## config.mk

```make
export PLATFORM = sky130hd
export DESIGN_NAME = conv1_maxpool_relu
export DESIGN_NICKNAME = d
export VERILOG_FILES = /design/src/rtl/conv1_maxpool_relu_pkg.sv /design/src/rtl/conv1_maxpool_relu_pool_line_buf.sv /design/src/rtl/conv1_maxpool_relu.sv
export SDC_FILE = /design/constraint.sdc
export NUM_CORES = 1
export LEC_CHECK = 0
export CORE_MARGIN = 2
export CORE_UTILIZATION = 58
export CTS_CLUSTER_DIAMETER = 80
export DETAILED_ROUTE_END_ITERATION = 16
export PLACE_DENSITY = 0.88
export SLEW_MARGIN = 20
export SYNTH_ARGS = -nofsm -noshare
export SYNTH_HDL_FRONTEND = slang
export SYNTH_SLANG_ARGS = --single-unit
```

## constraint.sdc

```tcl
create_clock -name clk -period 8.6 [get_ports clk]
set_clock_uncertainty 0.05 [all_clocks]
set_input_delay 1.72 -clock clk [delete_from_list [all_inputs] [get_ports clk]]
set_output_delay 1.72 -clock clk [all_outputs]
set_load 0.005 [all_outputs]
```

## src/rtl/conv1_maxpool_relu_pkg.sv

```systemverilog
// Shared conv1 / pooling geometry constants, also used by conv2_buf to size its window.
// Latency: n/a (constants only).
// Backpressure: n/a.
package conv1_maxpool_relu_pkg;

  // Sample width shared by conv1 output, this pooling stage and conv2_buf input.
  localparam int CONV1_DATA_BITS = 12;

  // conv1 feature-map geometry (input side of the pooling stage).
  localparam int CONV1_OUT_W = 24;
  localparam int CONV1_OUT_H = 24;

  // Pooled map geometry (input side of conv2_buf).
  localparam int POOL_OUT_W = CONV1_OUT_W / 2;
  localparam int POOL_OUT_H = CONV1_OUT_H / 2;

endpackage : conv1_maxpool_relu_pkg

```

## src/rtl/conv1_maxpool_relu_pool_line_buf.sv

```systemverilog
// Pool line buffer: holds one horizontal pair-max per pooling column across the even->odd row gap.
// Latency: write takes effect on the next clk edge; read is combinational.
// Backpressure: none; single write port and single read port, always ready.
//
// Ports:
//   clk      rising-edge clock
//   wr_en    write strobe for wr_addr/wr_data
//   wr_addr  entry to write (pooling column index)
//   wr_data  value to store
//   rd_addr  entry to read (pooling column index)
//   rd_data  combinational read of rd_addr
module conv1_maxpool_relu_pool_line_buf #(
  parameter int DEPTH     = 12,
  parameter int DATA_BITS = 12,
  parameter int AW        = (DEPTH > 1) ? $clog2(DEPTH) : 1
) (
  input  logic                 clk,
  input  logic                 wr_en,
  input  logic [AW-1:0]        wr_addr,
  input  logic [DATA_BITS-1:0] wr_data,
  input  logic [AW-1:0]        rd_addr,
  output logic [DATA_BITS-1:0] rd_data
);

  // Contents are always written on an even row before being read on the
  // following odd row, so no reset is needed.
  logic [DATA_BITS-1:0] mem [DEPTH];

  always_ff @(posedge clk) begin
    if (wr_en) begin
      mem[wr_addr] <= wr_data;
    end
  end

  assign rd_data = mem[rd_addr];

endmodule : conv1_maxpool_relu_pool_line_buf

```

## src/rtl/conv1_maxpool_relu.sv

```systemverilog
// Streaming 2x2 / stride-2 signed max-pool followed by ReLU for one conv1 channel.
// Latency: 1 clk from the edge accepting a window's 4th pixel to valid_out.
// Backpressure: none; downstream must accept every data_out pulse, valid_in gaps freeze all state.
//
// Ports:
//   clk         rising-edge clock
//   rst_n       asynchronous active-low reset
//   valid_in    data_in carries one raster-order pixel this cycle
//   data_in     signed conv1 pixel
//   data_out    pooled + ReLU pixel (never negative), holds between pulses
//   valid_out   single-cycle pulse per pooled pixel
//   frame_done  pulses with the last pooled pixel of a frame
module conv1_maxpool_relu
  import conv1_maxpool_relu_pkg::*;
#(
  parameter int WIDTH     = CONV1_OUT_W,
  parameter int HEIGHT    = CONV1_OUT_H,
  parameter int DATA_BITS = CONV1_DATA_BITS
) (
  input  logic                 clk,
  input  logic                 rst_n,
  input  logic                 valid_in,
  input  logic [DATA_BITS-1:0] data_in,
  output logic [DATA_BITS-1:0] data_out,
  output logic                 valid_out,
  output logic                 frame_done
);

  localparam int CW    = (WIDTH > 1)  ? $clog2(WIDTH)  : 1;
  localparam int RW    = (HEIGHT > 1) ? $clog2(HEIGHT) : 1;
  localparam int DEPTH = WIDTH / 2;
  localparam int AW    = (DEPTH > 1)  ? $clog2(DEPTH)  : 1;

  localparam logic [CW-1:0] COL_LAST = CW'(WIDTH - 1);
  localparam logic [RW-1:0] ROW_LAST = RW'(HEIGHT - 1);

  typedef logic signed [DATA_BITS-1:0] sample_t;

  function automatic sample_t smax(input sample_t a, input sample_t b);
    return (a > b) ? a : b;
  endfunction

  logic [CW-1:0] col;
  logic [RW-1:0] row;
  sample_t       hold;
  sample_t       pix;
  sample_t       pair_max;
  sample_t       lb_rd;
  sample_t       win_max;
  logic          col_last;
  logic          row_last;
  logic          lb_wr;
  logic [AW-1:0] lb_addr;

  assign pix      = $signed(data_in);
  assign col_last = (col == COL_LAST);
  assign row_last = (row == ROW_LAST);

  // Even columns park their pixel in hold; the odd column that follows
  // completes the horizontal pair.
  assign pair_max = smax(hold, pix);
  assign win_max  = smax(pair_max, lb_rd);

  // Even rows store the pair max for the matching odd row to combine.
  assign lb_wr   = valid_in & ~row[0] & col[0];
  assign lb_addr = AW'(col >> 1);

  conv1_maxpool_relu_pool_line_buf #(
    .DEPTH     (DEPTH),
    .DATA_BITS (DATA_BITS),
    .AW        (AW)
  ) u_line_buf (
    .clk     (clk),
    .wr_en   (lb_wr),
    .wr_addr (lb_addr),
    .wr_data (pair_max),
    .rd_addr (lb_addr),
    .rd_data (lb_rd)
  );

  always_ff @(posedge clk or negedge rst_n) begin
    if (!rst_n) begin
      col        <= '0;
      row        <= '0;
      hold       <= '0;
      data_out   <= '0;
      valid_out  <= 1'b0;
      frame_done <= 1'b0;
    end else begin
      valid_out  <= 1'b0;
      frame_done <= 1'b0;
      if (valid_in) begin
        if (col_last) begin
          col <= '0;
          row <= row_last ? '0 : row + 1'b1;
        end else begin
          col <= col + 1'b1;
        end

        if (!col[0]) begin
          hold <= pix;
        end

        // Odd row, odd column closes a 2x2 window: emit max with ReLU.
        if (row[0] && col[0]) begin
          data_out   <= win_max[DATA_BITS-1] ? '0 : win_max;
          valid_out  <= 1'b1;
          frame_done <= row_last & col_last;
        end
      end
    end
  end

endmodule : conv1_maxpool_relu

```

# Word-level counts from Yosys, hierarchy flattened
# Memories as Yosys holds them, arrays and structs flattened.
# Cells that the tools add are included.
[totals]
ramBits = 144
memories = 1
output_inout_bits = 14
ff_bits = 36
input_bits = 15
elab_cells = 33
[mem_list]
columns = ["name", "depth", "width", "rd", "rd_ports_with_merged_regs", "wr", "line", "text"]
rows = [
  ["u_line_buf.mem", 12, 12, 1, 0, 1, "conv1_maxpool_relu_pool_line_buf.sv:27", "logic [DATA_BITS-1:0] mem [DEPTH];"],
]
[classes]
bitwise = 5
eq_ne = 2
reduce_logical = 4
add_sub_neg = 2
muxes = 11
order_cmp = 2
[ops]
columns = ["op", "n"]
rows = [
  ["greater-than comparator 12 bit", 2],
  ["two-way mux 12 bit", 2],
  ["two-way mux 11 bit", 1],
  ["adder 5 x 1 -> 5 bit, second input constant", 2],
  ["== test 5 bit, second input constant", 2],
  ["two-way mux 5 bit", 2],
  ["two-way mux 1 bit", 6],
  ["AND reduction 2 bit", 3],
  ["bitwise AND 1 bit", 3],
  ["inverter 1 bit", 2],
  ["logical AND 1 bit", 1],
]

# Longest topological paths before layout
[depth]
word_depth = 5
depth_mapped = 18
mapped_depth_nobuf = 16

# Cells and area by module
# A second synthesis with hierarchy kept.
[unflattened]
cells_unflattened = 529
hier_area_um2 = 8101.5
[by_module_without_submodules]
columns = ["module", "area_each_um2", "cells_per_inst", "instances", "seq_area_each_um2"]
rows = [
  ["conv1_maxpool_relu_pool_line_buf", 5482.8, 250, 1, 4324.1],
  ["conv1_maxpool_relu", 2618.8, 279, 1, 875.8],
]

# Least setup slack after synthesis
# Ideal clock, no wire load.
[synth_timing]
path_type = "input port to flip-flop"
from = "in data_in[9]"
to = "reg data_out[0]"
setup_time_ps = 65
required_time_ps = 8485
path_buffers = 2
cell_stages = 17
setup_slack_ps = 3050
arrival_ps = 5434
cell_sequence = "inv_1 ha_1 a21o_1 a2111o_1 o31ai_4 buf_4 mux2i_1 inv_1 ha_1 nand4_1 or3_4 a21oi_2 nor4b_1 or4_1 o21ai_2 buf_6 a22o_1"
[synth_between]
elab_chain_len = 5
[synth_rtl]
columns = ["element", "line", "text"]
rows = [
  ["from (decl)", "conv1_maxpool_relu.sv:23", "input logic [DATA_BITS-1:0] data_in,"],
  ["greater-than comparator 12 bit", "conv1_maxpool_relu.sv:40", "return (a > b) ? a : b;"],
  ["two-way mux 12 bit *", "conv1_maxpool_relu.sv:40", ""],
  ["via pair_max[9]", "conv1_maxpool_relu.sv:47", "sample_t pair_max;"],
  ["greater-than comparator 12 bit *", "conv1_maxpool_relu.sv:40", ""],
  ["two-way mux 12 bit *", "conv1_maxpool_relu.sv:40", ""],
  ["two-way mux 11 bit *", "conv1_maxpool_relu.sv:106", "data_out <= win_max[DATA_BITS-1] ? '0 : win_max;"],
  ["to (signal assigned)", "conv1_maxpool_relu.sv:106", ""],
  ["to (decl)", "conv1_maxpool_relu.sv:24", "output logic [DATA_BITS-1:0] data_out,"],
]
# Mark *: on every way through the listed nets, which the timed path passes. The rest lies on a longest branch.
# A chain may end at the register's enable or synchronous reset.

# Worst setup path in the final report
[layout_timing]
from = "in data_in[9]"
to = "reg data_out[10]"
# The elaborated chain is that of the path after synthesis.

==> results list <==
- The number of hold buffers added after CTS was 0.
- Dominant synthesized flop cell: sky130_fd_sc_hd__edfxtp_1
- Final cycle utilization of the critical path: between 70% and 80%
* Cells after Synth: a little under 500
* Global-route usage over all layers: 25.76%
* Violation count after the first detailed-routing iteration: 483
* Number of library cell types mapped by synthesis: 50
* Placed Instances: a little under 700
- The cell area that synthesis handed to floorplanning was between 7000 and 8000 um^2.
* Worst-case setup margin in the final layout: 1.834 ns
- Area Overhead vs Synth: 14.40%
- # DRC: 0
- Headroom to the max-slew limit came out at 39.83%.
- Final net count: 567
- Worst-margin pin slew: 0.9026 ns
* Post-detailed-route wirelength per cell: 24.25 um
- For this block, the routed nets add up to roughly 17 mm of wire.
* Number of sinks handled by clock tree synthesis: 179
- The first TritonRoute pass finished after 6 iterations.
- In this run the remaining antenna-violating nets after routing total 0.
- Clock tree synthesis inserted a total of 17 buffers.
- Setup repair after global routing left no endpoint under its margin.
* Synthesis warning total: 0
- CTS built an H-tree with a depth of 4.
- Of all flip-flops after synthesis, the portion carrying an async set or reset was 19.55%.
- Timing analysis after detailed placement gives a worst setup slack of approximately 1.3 ns.
- The total overflow left after global routing is 0.
- Hpwl dp: around 11 mm
- For the finished layout, the period the worst path requires is 6.766 ns.
- VDD IR max: 182.7 uV
* First-pass GRT wire length: 26.87 mm
* Outcome: finished, final reports clean
- STA classifies the critical path startpoint as an input pin.
- Clock Path Buffers: 2
* Core region area: 13190 um^2
- Number of failing hold endpoints at the final stage: 0
- Vias in the first global route: 4787
- Kind of end point of the critical path: flip-flop
- Based on the critical path, the design can be clocked at up to approximately 150 MHz.
- Counting flops with a built-in enable in the synthesized netlist gives 144.
- I/O Pins: 29
- For this configuration, the core starts out at a cell density of 59.14%.
- The post-route netlist has 19.11% of its cells at a drive strength greater than 1.
- Maximum number of pins on one net before global-route repair: 45
* Total via count in the routed design: about 4500
* Global placer's final weighted congestion: between 0.8 and 0.9
- Die span in x: 120.0 um
* Via-to-Cell Ratio: 6.319
* Worst setup path class: input pin to flip-flop
- Antenna violations before repair: 0
- After clock tree synthesis, the repair step resized 0 gates.
- Clock network latency to the later pin of the worst-skew pair: 0.43 ns
- The number of setup buffers added after CTS is 0.
- Slew Viols, Final: 0
* Net Count, Synth: 532
* Class of the tightest hold or removal check: flip-flop to flip-flop
- CTS tree: done
- Sum Neg Setup Slack: 0 ns
- Clock-pin slew was measured on the worst setup and hold paths at 0.06 ns.
- Floorplan die area: ~14000 um^2
* Proportion of synthesized chip area in sequential cells: 66.66%
* Worst Path Arrival: 7.08 ns
- Setup violations remaining at the end of the flow were counted as 0.
- Worst Reg2Reg Path Length in Cells: 14
- CTS Root Cell: sky130_fd_sc_hd__clkbuf_16
- Max-cap violations in this run came to 0.
- Avg Synthesized Cell Area: around 16 um^2
- Final Non-Filler Cells: 715
- Ant. Diodes: 0
* Final total power: between 3000 and 4000 uW
- Die span in y: between 100 and 150 um
- Port buffering added 27 buffers.
- Of all nets on the critical path, the largest fanout is 13.
- Cell Rows: 42
- The analysis attributes to cell leakage a power of 0.003327 uW.
* Flop and latch count out of synthesis: 179
- Power density over cell area: about 340 nW/um^2
* Crit path required time: 8.92 ns
* Cell depth of the worst hold path: 1
cell type report:
type                            instances  area [um^2]
Sequential cell                       179         5201
Tap cell                              176        220.2
Timing Repair Buffer                   41        375.4
Clock buffer                           25        571.8
Inverter                               29        108.9
Multi-Input combinational cell        258         2395
Fill cell                             844         4265
Clock inverter                          7        52.55
through the flow:
stage               hold slack [ns]  cell area, um^2  utilization [%]
floorplan                    0.4246             7801                -
global placement             0.4472             8289            62.84
detailed placement           0.4539             8289            62.84
CTS                          0.4748             8914            67.58
global route                 0.5003             8925            67.66
finish                       0.4730             8925            67.66
Yosys cell counts, types with 2 or more instances:
master / number / share of area, %
sky130_fd_sc_hd__xnor2_1: 2 / 0.22
sky130_fd_sc_hd__a21oi_1: 31 / 2.0
sky130_fd_sc_hd__a31oi_1: 2 / 0.16
sky130_fd_sc_hd__o21ai_0: 14 / 0.90
sky130_fd_sc_hd__dfrtp_1: 35 / 11
sky130_fd_sc_hd__buf_4: 2 / 0.19
sky130_fd_sc_hd__nor3_1: 4 / 0.26
sky130_fd_sc_hd__edfxtp_1: 144 / 55
sky130_fd_sc_hd__a22o_1: 10 / 1.1
sky130_fd_sc_hd__nand3_1: 5 / 0.32
sky130_fd_sc_hd__ha_1: 26 / 4.2
sky130_fd_sc_hd__nor2b_1: 3 / 0.24
sky130_fd_sc_hd__inv_1: 28 / 1.3
sky130_fd_sc_hd__nand2b_1: 3 / 0.24
sky130_fd_sc_hd__o21a_1: 3 / 0.29
sky130_fd_sc_hd__mux2_2: 6 / 0.87
sky130_fd_sc_hd__a21o_1: 2 / 0.19
sky130_fd_sc_hd__mux4_2: 36 / 10
sky130_fd_sc_hd__or3_1: 2 / 0.16
sky130_fd_sc_hd__clkbuf_1: 10 / 0.48
sky130_fd_sc_hd__mux2i_1: 23 / 3.0
sky130_fd_sc_hd__nor2_1: 14 / 0.67
sky130_fd_sc_hd__buf_2: 5 / 0.32
sky130_fd_sc_hd__buf_1: 5 / 0.24
sky130_fd_sc_hd__nand4_1: 6 / 0.48
sky130_fd_sc_hd__o211ai_1: 2 / 0.19
sky130_fd_sc_hd__nand2_1: 45 / 2.2
power breakdown:
part           total, uW  switching (uW)  internal (uW)
Sequential          1140            59.6           1080
Combinational       1070             613            460
Clock                791             325            467
Total               3010             997           2010
worst paths after layout:
path / startpoint / to / slack, ns
max: data_in[9] / data_out[10]$_DFFE_PN0P_ / 1.83
min: data_out[1]$_DFFE_PN0P_ / data_out[1]$_DFFE_PN0P_ / 0.47
max reg2reg: hold[9]$_DFFE_PN0P_ / data_out[10]$_DFFE_PN0P_ / 3.28
min reg2reg: data_out[1]$_DFFE_PN0P_ / data_out[1]$_DFFE_PN0P_ / 0.47
max in group asynchronous: rst_n / col[1]$_DFFE_PN0P_ / 6.50
min in group asynchronous: rst_n / hold[0]$_DFFE_PN0P_ / 1.66
kinds of logic (layout without fill, tap and decap cells):
family / count (synthesis) / count (layout) / share of synthesized area, %
XOR/XNOR: 2 / 2 / 0.2246
multiplexers: 66 / 66 / 14.40
AO/OA/AOI/OAI: 73 / 73 / 6.046
adder cells (fa/ha/maj): 26 / 26 / 4.170
other: 1 / 1 / 0.04807
buffers and inverters: 54 / 102 / 3.047
AND/OR/NAND/NOR: 90 / 90 / 5.405
flip-flops: 179 / 179 / 66.66
placed cells by master, fill, tap and decap left out, types with 3 or more instances in the layout:
cell,instances
sky130_fd_sc_hd__edfxtp_1,144
sky130_fd_sc_hd__inv_1,28
sky130_fd_sc_hd__clkbuf_16,22
sky130_fd_sc_hd__ha_1,26
sky130_fd_sc_hd__nor2_1,12
sky130_fd_sc_hd__mux4_2,36
sky130_fd_sc_hd__nand2b_1,3
sky130_fd_sc_hd__nand3_1,5
sky130_fd_sc_hd__mux2_2,6
sky130_fd_sc_hd__mux2i_1,23
sky130_fd_sc_hd__a21oi_1,31
sky130_fd_sc_hd__nand4_1,6
sky130_fd_sc_hd__o21a_1,3
sky130_fd_sc_hd__clkdlybuf4s50_1,27
sky130_fd_sc_hd__nor2b_1,3
sky130_fd_sc_hd__dfrtp_1,34
sky130_fd_sc_hd__a22o_1,10
sky130_fd_sc_hd__nand2_1,45
sky130_fd_sc_hd__o21ai_0,14
sky130_fd_sc_hd__nor3_2,4
sky130_fd_sc_hd__buf_4,14
worst max-delay path, stage by stage:
cell and delay (ns):
sky130_fd_sc_hd__clkdlybuf4s50_1 0.49, sky130_fd_sc_hd__inv_1 0.06, sky130_fd_sc_hd__ha_1 0.30, sky130_fd_sc_hd__a21o_1 0.18, sky130_fd_sc_hd__a2111o_1 0.43, sky130_fd_sc_hd__o31ai_4 0.74, sky130_fd_sc_hd__mux2i_1 0.33, sky130_fd_sc_hd__inv_1 0.28
sky130_fd_sc_hd__ha_1 0.42, sky130_fd_sc_hd__a21o_1 0.17, sky130_fd_sc_hd__a31oi_1 0.18, sky130_fd_sc_hd__o21ai_0 0.14, sky130_fd_sc_hd__nor4b_1 0.74, sky130_fd_sc_hd__o311ai_0 0.33, sky130_fd_sc_hd__o21ai_2 0.32, sky130_fd_sc_hd__a22o_2 0.25
flip-flops by register name (all words and copies together) (netlist names):
signal	flops
u_line_buf.mem	144
hold	12
data_out	11
col	5
row	5
frame_done	1
valid_out	1
layer usage:
metal	track usage [%]	routed length, um
met4	14.41	909
met1	31.61	6365
met5	0	0
met2	41.90	8754
met3	6.559	1309
Power figures use the tool's default switching activity.
